[config.mk]
export PLATFORM = sky130hd
export DESIGN_NAME = usb_tx_arbiter
export DESIGN_NICKNAME = d
export VERILOG_FILES = /design/src/rtl/usb_tx_pkg.sv /design/src/rtl/usb_tx_gap_timer.sv /design/src/rtl/usb_tx_arbiter.sv
export SDC_FILE = /design/constraint.sdc
export NUM_CORES = 1
export LEC_CHECK = 0
export ABC_AREA = 1
export BUFFER_PORTS_ARGS = -buffer_cell sky130_fd_sc_hd__clkbuf_2
export CAP_MARGIN = 20
export CORE_UTILIZATION = 57
export DETAILED_ROUTE_END_ITERATION = 7
export PLACE_DENSITY = 0.82
export SETUP_SLACK_MARGIN = 0.15
export SLEW_MARGIN = 0
export SYNTH_ARGS = -nofsm -noshare
export SYNTH_HDL_FRONTEND = slang
export SYNTH_HIERARCHICAL = 1
export SYNTH_SLANG_ARGS = --single-unit
[constraint.sdc]
create_clock -name clk -period 4.3 [get_ports clk]
set_clock_uncertainty 0.2 [all_clocks]
set_input_delay 0.43 -clock clk [delete_from_list [all_inputs] [get_ports clk]]
set_output_delay 0.43 -clock clk [all_outputs]
set_load 0.1 [all_outputs]
[src/rtl/usb_tx_pkg.sv]
// Shared state encoding, PID constants and framing defaults for the USB transmit arbiter.
package usb_tx_pkg;

  typedef enum logic [2:0] {
    IDLE,
    START,
    STREAM,
    DRAIN,
    GAP,
    ERR
  } arb_state_t;

  localparam logic [7:0] PID_ACK   = 8'hD2;
  localparam logic [7:0] PID_NAK   = 8'h5A;
  localparam logic [7:0] PID_STALL = 8'h1E;
  localparam logic [7:0] PID_DATA0 = 8'hC3;
  localparam logic [7:0] PID_DATA1 = 8'h4B;

  localparam logic [7:0] SYNC_BYTE_DEFAULT = 8'h80;

endpackage

[src/rtl/usb_tx_gap_timer.sv]
// Loadable down-counter shared by the inter-packet gap countdown and the EOP watchdog.
module usb_tx_gap_timer #(
  parameter int unsigned CNT_W = 12
) (
  input  logic             clk,
  input  logic             n_rst,
  input  logic             load,
  input  logic [CNT_W-1:0] load_value,
  input  logic             dec,
  output logic             zero
);

  logic [CNT_W-1:0] count_q;

  // Load wins over decrement; the count parks at zero instead of wrapping.
  always_ff @(posedge clk) begin
    if (n_rst) begin
      count_q <= '0;
    end else if (load) begin
      count_q <= load_value;
    end else if (dec && (count_q != '0)) begin
      count_q <= count_q - CNT_W'(1);
    end
  end

  assign zero = (count_q == '0);

endmodule

[src/rtl/usb_tx_arbiter.sv]
// Arbitrates handshake and data-packet requesters onto the USB transmitter word stream.
// Defining USB_TX_ARB_WDOG_EN adds a watchdog on stalled reads / missing EOP.
module usb_tx_arbiter
  import usb_tx_pkg::*;
#(
  parameter int unsigned LEN_W       = 6,
  parameter int unsigned GAP_CYCLES  = 16,
  parameter int unsigned WDOG_CYCLES = 4096,
  parameter logic [7:0]  SYNC_BYTE   = SYNC_BYTE_DEFAULT
) (
  input  logic             clk,
  input  logic             n_rst,
  input  logic             hs_req,
  input  logic [7:0]       hs_pid,
  output logic             hs_grant,
  input  logic             dp_req,
  input  logic [7:0]       dp_pid,
  input  logic [LEN_W-1:0] dp_len,
  output logic             dp_grant,
  input  logic [15:0]      dp_data,
  output logic             dp_pop,
  input  logic             tx_read_enable,
  input  logic             tx_error,
  input  logic             eop_seen,
  output logic [15:0]      tx_data,
  output logic             transmit_start,
  output logic             transmit_empty,
  output logic             arb_busy,
  output logic             err_flag
);

  localparam int unsigned CNT_MAX = (WDOG_CYCLES > GAP_CYCLES) ? WDOG_CYCLES : GAP_CYCLES;
  localparam int unsigned CNT_W   = $clog2(CNT_MAX + 1);
  localparam logic [CNT_W-1:0] GAP_LOAD  = CNT_W'(GAP_CYCLES - 1);
  localparam logic [CNT_W-1:0] WDOG_LOAD = CNT_W'(WDOG_CYCLES - 1);

`ifdef USB_TX_ARB_WDOG_EN
  localparam bit WDOG_EN = 1'b1;
`else
  localparam bit WDOG_EN = 1'b0;
`endif

  arb_state_t       state_q, state_d;
  logic [LEN_W-1:0] words_left_q;
  logic [15:0]      tx_data_q;
  logic             empty_q;
  logic             err_q;

  logic             timer_load;
  logic [CNT_W-1:0] timer_load_val;
  logic             timer_dec;
  logic             timer_zero;
  logic             wdog_hit;

  usb_tx_gap_timer #(
    .CNT_W (CNT_W)
  ) u_timer (
    .clk        (clk),
    .n_rst      (n_rst),
    .load       (timer_load),
    .load_value (timer_load_val),
    .dec        (timer_dec),
    .zero       (timer_zero)
  );

  // Outside GAP the timer only ever runs as the watchdog, so zero means it expired.
  assign wdog_hit = WDOG_EN && timer_zero;

  always_comb begin
    state_d        = state_q;
    hs_grant       = 1'b0;
    dp_grant       = 1'b0;
    dp_pop         = 1'b0;
    timer_load     = 1'b0;
    timer_load_val = GAP_LOAD;
    timer_dec      = 1'b0;

    unique case (state_q)
      IDLE: begin
        if (hs_req) begin
          hs_grant = 1'b1;
          state_d  = START;
        end else if (dp_req) begin
          dp_grant = 1'b1;
          state_d  = START;
        end
      end
      START: begin
        timer_load     = WDOG_EN;
        timer_load_val = WDOG_LOAD;
        state_d        = tx_error ? ERR : STREAM;
      end
      STREAM: begin
        if (tx_error || (wdog_hit && !tx_read_enable)) begin
          state_d = ERR;
        end else if (tx_read_enable) begin
          timer_load     = WDOG_EN;
          timer_load_val = WDOG_LOAD;
          if (words_left_q != '0) begin
            dp_pop = 1'b1;
          end else begin
            state_d = DRAIN;
          end
        end else begin
          timer_dec = WDOG_EN;
        end
      end
      DRAIN: begin
        if (tx_error || (wdog_hit && !eop_seen)) begin
          state_d = ERR;
        end else if (eop_seen) begin
          timer_load = 1'b1;
          state_d    = GAP;
        end else begin
          timer_dec = WDOG_EN;
        end
      end
      GAP: begin
        if (tx_error) begin
          state_d = ERR;
        end else if (timer_zero) begin
          state_d = IDLE;
        end else begin
          timer_dec = 1'b1;
        end
      end
      ERR: begin
        // Discard the unsent payload so the source FIFO head lines up with the next packet.
        if (words_left_q != '0) begin
          dp_pop = 1'b1;
        end else begin
          timer_load = 1'b1;
          state_d    = GAP;
        end
      end
      default: state_d = IDLE;
    endcase

    if (n_rst) begin
      hs_grant = 1'b0;
      dp_grant = 1'b0;
      dp_pop   = 1'b0;
    end
  end

  always_ff @(posedge clk) begin
    if (n_rst) begin
      state_q      <= IDLE;
      words_left_q <= '0;
      tx_data_q    <= '0;
      empty_q      <= 1'b1;
      err_q        <= 1'b0;
    end else begin
      state_q <= state_d;
      if (hs_grant || dp_grant) begin
        tx_data_q    <= {(hs_grant ? hs_pid : dp_pid), SYNC_BYTE};
        words_left_q <= hs_grant ? '0 : dp_len;
        empty_q      <= 1'b0;
        err_q        <= 1'b0;
      end
      if (dp_pop) begin
        words_left_q <= words_left_q - LEN_W'(1);
        if (state_q == STREAM) begin
          tx_data_q <= dp_data;
        end
      end
      if ((state_q == STREAM) && (state_d == DRAIN)) begin
        empty_q <= 1'b1;
      end
      if ((state_q != ERR) && (state_d == ERR)) begin
        err_q   <= 1'b1;
        empty_q <= 1'b1;
      end
    end
  end

  always_ff @(posedge clk) begin
    if (!n_rst && dp_pop) begin
      assert (words_left_q != '0);
    end
  end

  assign tx_data        = tx_data_q;
  assign transmit_empty = empty_q;
  assign transmit_start = (state_q == START);
  assign arb_busy       = (state_q != IDLE);
  assign err_flag       = err_q;

endmodule

==> results of run 1 <==
stage by stage:
stage | hold WS (ns) | std cells | utilization | cell area [sq um] | setup slack, ns
final | 0.154 | 535 | 0.700 | 3070 | 1.55
after global routing | 0.158 | 535 | 0.700 | 3070 | 1.42
after CTS | 0.148 | 535 | 0.700 | 3070 | 1.56
after detailed placement | 0.265 | 527 | 0.675 | 2960 | 1.85
after floorplan | 0.249 | 419 | - | 2640 | 1.04
after global placement | 0.261 | 527 | 0.675 | 2960 | 1.91
cell type report:
cell class,instances,area [sq um]
multi-input cells,326,1590
clock buffers,5,68.8
flip-flops and latches,40,801
well taps,52,65.1
repair buffers,69,350
fillers,390,1320
inverters,40,155
clock inverters,3,42.5
worst paths after layout:
check                  start  depth (start not counted)                 end  slack, ns
max          words_left_q[0]                          8              dp_pop       1.55
min               dp_data[7]                          3          tx_data[7]       0.15
max reg2reg  words_left_q[0]                         12  u_timer/count_q[9]       1.97
min reg2reg         err_flag                          2            err_flag       0.28
cell families after synthesis:
| group | synth area share |
|---|---|
| other | 0.00287 |
| DFF | 0.305 |
| AOI/OAI and AO/OA | 0.130 |
| and+or+nand+nor | 0.428 |
| adders and majority gates | 0.0143 |
| buffers and inverters | 0.0959 |
| xor gates and xnor gates | 0.0234 |
sequential cells by signal, summed over array words and instances, names as in the netlist:
register,count
tx_data,16
transmit_empty,1
state_q,3
words_left_q,6
u_timer/count_q,13
err_flag,1
placed cells by master, fill, tap and decap left out, types with 3 or more instances in the layout:
cell        n
clkbuf_8    5
or2_2       3
ha_1        3
nor2_1     71
a21oi_1    16
nand3_1    28
nand2_2     8
xnor2_1     4
conb_1      5
dfxtp_1    40
nand4_1     5
nand2_4     4
o21ai_1    20
clkinv_2    3
nor2_4      3
nand2_1   111
inv_1      32
clkbuf_2   67
nor2_2      4
xor2_1      3
a21oi_2     3
o21ai_0    22
inv_2       5
power by group:
part           switching [W]  internal [W]  total (W)  leakage, nW
registers          0.0000372      0.000410   0.000447        0.325
clock network       0.000144      0.000172   0.000316       0.0541
logic               0.000514      0.000184   0.000698         1.20
total               0.000695      0.000766    0.00146         1.58
worst register-to-register path, cell delays in order (launching register included):
cell and delay (ns):
dfxtp_1 0.31, inv_1 0.11, ha_1 0.25, nand3_1 0.19, o32ai_1 0.17, buf_4 0.26
inv_1 0.22, nand3_1 0.21, inv_1 0.11, nand2_1 0.07, nand3_1 0.06, nand2_1 0.05
inv_1 0.04
metal layers:
layer	vias to the layer above	part of all wire	wire length, um	track usage
li1	1447	-	-	-
met1	1239	0.43	2730	0.321
met2	91	0.48	3010	0.466
met3	17	0.061	385	0.0538
met4	0	0.027	167	0.142
met5	-	0	0	0
==> results.cfg, run 1 <==
[status]
outcome = finished, final reports clean

[clocking]
htreeDepth = 2
cts-buffers-inserted = 5
ctsHoldBuffers = 0
postCtsSetupRepairBufs = 0
tritoncts = built
clockRootBuffer = clkbuf_8
cts.sinks = 40
cts_resized = 0
clk_latency_ns = 0.30
clkSlewWorstSetupHoldPaths_ns = 0.08
clockBufferDepth = 2

[pwr]
cellLeakagePower_nw = 1.58
ir_drop_v = 0.000257
p_total_w = 0.00146
cellPowerDensity_mw_per_mm2 = 476

[setup_path]
critical-path-top-delay-family = buffers and inverters
cp-end-kind = output pin
arrival_ns = 2.12
critPathMostFrequentCell = inv_1
cp_slowest_cell = clkbuf_2
startpoint_type = flop
critPathMaxFanout = 11
worst-path-buf-inv = 4
criticalPathCategory = flop to output pin
crit_path_cell_trace = inv_1 -> ha_1 -> nand3_1 -> nand2_1 -> inv_2 -> nand2_2 -> inv_1 -> clkbuf_2
cp_slowest_stage_delay_ns = 0.49
worstPathRequired_ns = 3.67

[synthesis]
synth_edf_count = 0
synth_top_area_frac = 0.305
avgSynthCellArea_sq_um = 6.30
netlist_top_cells_count = nand2_1 (111), nor2_1 (71), dfxtp_1 (40), inv_1 (32), nand3_1 (28)
synth_most_common_cell = nand2_1
ys_seq_elements = 40
yosys_warnings = 6
synth_seq_area_share = 0.305
synth_cell_types = 36
synth_flop_cell = dfxtp_1
syn_area_sq_mm = 0.00262
synth_area_leaders = dfxtp_1 (31%), nand2_1 (16%), nor2_1 (10%)
synth-async-reset-ratio = 0
synth_top_area_cell = dfxtp_1
synthCells = 416

[floorplan]
coreArea_sq_mm = 0.00438
start_util = 0.598
dieArea_sq_mm = 0.00487
rows = 24
die_w_um = 69.8
die_y_um = 69.8
io_pins = 68

[finish]
synthToLayoutAreaGrowth_pct = 17.1
n_antenna_cell = 0
num-nets-final = 530
layout-drive-gt1-share = 0.240

[sta]
final_max_slew_viol_count = 0
min_period_ns = 2.75
fin_crit_sh = 0.640
finalSetupViolCount = 0
finalHoldViolCount = 0
worstMarginPinSlew_ns = 0.976
max_slew_margin = 0.342
finalSetupTns_ns = 0
rsz0062_at_grt = false
fmax_mhz = 364

[global_routing]
track_usage = 0.273
grt_pass1_wl_um = 10800
grt_antenna_before_repair = 0
grt_max_degree = 32
grt_pass1_vias = 2560
grt-ovfl-total = 0

[route]
ant_nets = 0
drt_pass1_iterations = 4
vias = 2794
drtIter0Drc = 223
drc_errors = 0
via_per_inst = 5.22
finalWirelength_um = 6300
routedWlPerCell_um = 11.8

[flow_run]
drv.max_cap_violation_count = 0

[placed_design]
dpl.hpwl_um = 4500
port_buffers = 67
globalplace.congestion = 0.867

[hold_path]
hp-class = primary input to flop
Power figures use the tool's default switching activity.
==> run 2: changes to the inputs <==
Settings changed: CORE_UTILIZATION 57 to 53, PLACE_DENSITY 0.82 to 0.77.
Clock period 4.3 ns to 2.6 ns, I/O delays scaled along.
==> run 2 against run 1 <==
- wire length is 0.35% higher
- sequential power is 66% higher
- die area up 7.3%
- largest cell class unchanged
- final cell count is 3.9% higher
- critical path type unchanged
- global-route usage is 1.6 points lower
==> results.cfg, run 2 (synthesis results as in run 1) <==
[sta]
fmax_mhz = 432
finalSetupTns_ns = 0
max_slew_margin = 0.633
finalHoldViolCount = 0
rsz0062_at_grt = false
finalSetupViolCount = 0
fin_crit_sh = 0.890
worstMarginPinSlew_ns = 0.553
min_period_ns = 2.31
final_max_slew_viol_count = 0

[clocking]
cts.sinks = 40
htreeDepth = 2
cts-buffers-inserted = 5
cts_resized = 0
ctsHoldBuffers = 5
clkSlewWorstSetupHoldPaths_ns = 0.08
postCtsSetupRepairBufs = 0
clk_latency_ns = 0.29
clockRootBuffer = clkbuf_8
clockBufferDepth = 2
tritoncts = built

[route]
via_per_inst = 4.98
vias = 2771
finalWirelength_um = 6320
drt_pass1_iterations = 4
routedWlPerCell_um = 11.4
drtIter0Drc = 215
drc_errors = 0
ant_nets = 0

[floorplan]
die_w_um = 72.3
coreArea_sq_mm = 0.00475
die_y_um = 72.3
io_pins = 68
dieArea_sq_mm = 0.00523
rows = 25
start_util = 0.551

[pwr]
p_sw_w = 0.00113
sw_frac_of_total = 0.490
ir_drop_v = 0.000423
cellPowerDensity_mw_per_mm2 = 734
cellLeakagePower_nw = 1.60
comb_power_share = 0.506
internal_power_w = 0.00118
pwr-share-seq = 0.321
p_clk_frac = 0.173

[finish]
utilization = 0.662
n_antenna_cell = 0
layout_common_cells = nand2_1 (111), nor2_1 (71), clkbuf_2 (66)
design_area_sq_mm = 0.00315
regArea_sq_um = 801
num-nets-final = 537
stdcell_count = 556
largest_reg_flops = 16
synthToLayoutAreaGrowth_pct = 20.0
layout-drive-gt1-share = 0.239
layout_commonest_cell = nand2_1
multiInputGateArea_sq_mm = 0.00160
fill_cells = 458

[global_routing]
grt_antenna_before_repair = 0
track_usage = 0.257
grt_pass1_vias = 2527
grt-ovfl-total = 0
grt_pass1_wl_um = 10800
grt_max_degree = 32

[setup_path]
crit_start = state_q[1]
startpoint_type = flop
criticalPathCategory = flop to output pin
ff2ff_path_depth = 8
critical-path-top-delay-family = simple AND/OR/NAND/NOR gates
worst-path-buf-inv = 2
cp_slowest_cell = clkbuf_2
arrival_ns = 1.85
r2r-start = words_left_q[0]
cp-end-kind = output pin
cp_num_cells = 6
worstReg2RegEnd = u_timer/count_q[12]
critPathMostFrequentCell = nand2_2
cp_slowest_stage_delay_ns = 0.45
worstPathRequired_ns = 2.14
crit_path_cell_trace = nor2_1 -> nand2_2 -> nor2_4 -> nand2_2 -> inv_2 -> clkbuf_2
r2r_slack_ns = 0.53
critPathMaxFanout = 10

[hold_path]
hp-class = primary input to flop
min_path_cells = 3
min_to = tx_data[5]
hp-start = dp_data[5]

[placed_design]
globalplace.congestion = 0.857
dpl.hpwl_um = 4680
port_buffers = 67
dpl_cell_area_sq_mm = 0.00302
dp.cells = 544

[flow_run]
drv.max_cap_violation_count = 0

[status]
outcome = finished, final reports clean
==> run 2: cell types whose count changed in the layout (fill, tap and decap cells not counted), sizes merged <==
cell / previous run / this run
buf: 2 / 5
bufinv: 1 / 0
clkbuf: 72 / 71
dlygate4sd3: 0 / 5
==> run 2: tightest hold or removal path: stages <==
cell and delay (ns):
clkbuf_2 0.07, o21ai_1 0.06, nor2_1 0.07
==> run 2: through the flow <==
| stage | worst slack (ns) | hold WS, ns | power, W |
|---|---|---|---|
| after global routing | 0.178 | 0.0102 | 0.00246 |
| after detailed placement | 0.541 | 0.268 | 0.00191 |
| after CTS | 0.277 | 0.000790 | 0.00232 |
| final | 0.286 | 0.00330 | 0.00231 |
| after global placement | 0.596 | 0.261 | 0.00190 |
| after floorplan | 0.166 | 0.195 | 0.00170 |
==> run 2: layout make-up <==
class / count / area share
Sequential cell: 40 / 0.254
Tap cell: 67 / 0.0266
Clock inverter: 2 / 0.00398
Inverter: 40 / 0.0493
Timing Repair Buffer: 76 / 0.137
Clock buffer: 5 / 0.0219
Multi-Input combinational cell: 326 / 0.507
==> run 2: layer usage <==
layer  track usage  vias up  routed length [um]
li1              -     1463                   -
met1         0.327     1245                3060
met2         0.442       59                2960
met3        0.0542        4                 263
met4        0.0610        0                  38
met5             0        -                   0
==> run 2: worst max path at each step <==
stage	to	slack, ns
after floorplan	dp_grant	0.17
after detailed placement	u_timer/count_q[12]	0.54
final	hs_grant	0.29
after global placement	u_timer/count_q[12]	0.60
after CTS	hs_grant	0.28
after global routing	hs_grant	0.18
==> run 2: power groups by stage <==
stage / Sequential [W] / Combinational [W] / Clock [W]
2_1_floorplan: 0.000960 / 0.000739 / 0
3_3_place_gp: 0.000753 / 0.00114 / 0
3_5_place_dp: 0.000753 / 0.00116 / 0
4_1_cts: 0.000740 / 0.00117 / 0.000408
5_1_grt: 0.000748 / 0.00128 / 0.000433
6_report: 0.000740 / 0.00117 / 0.000400
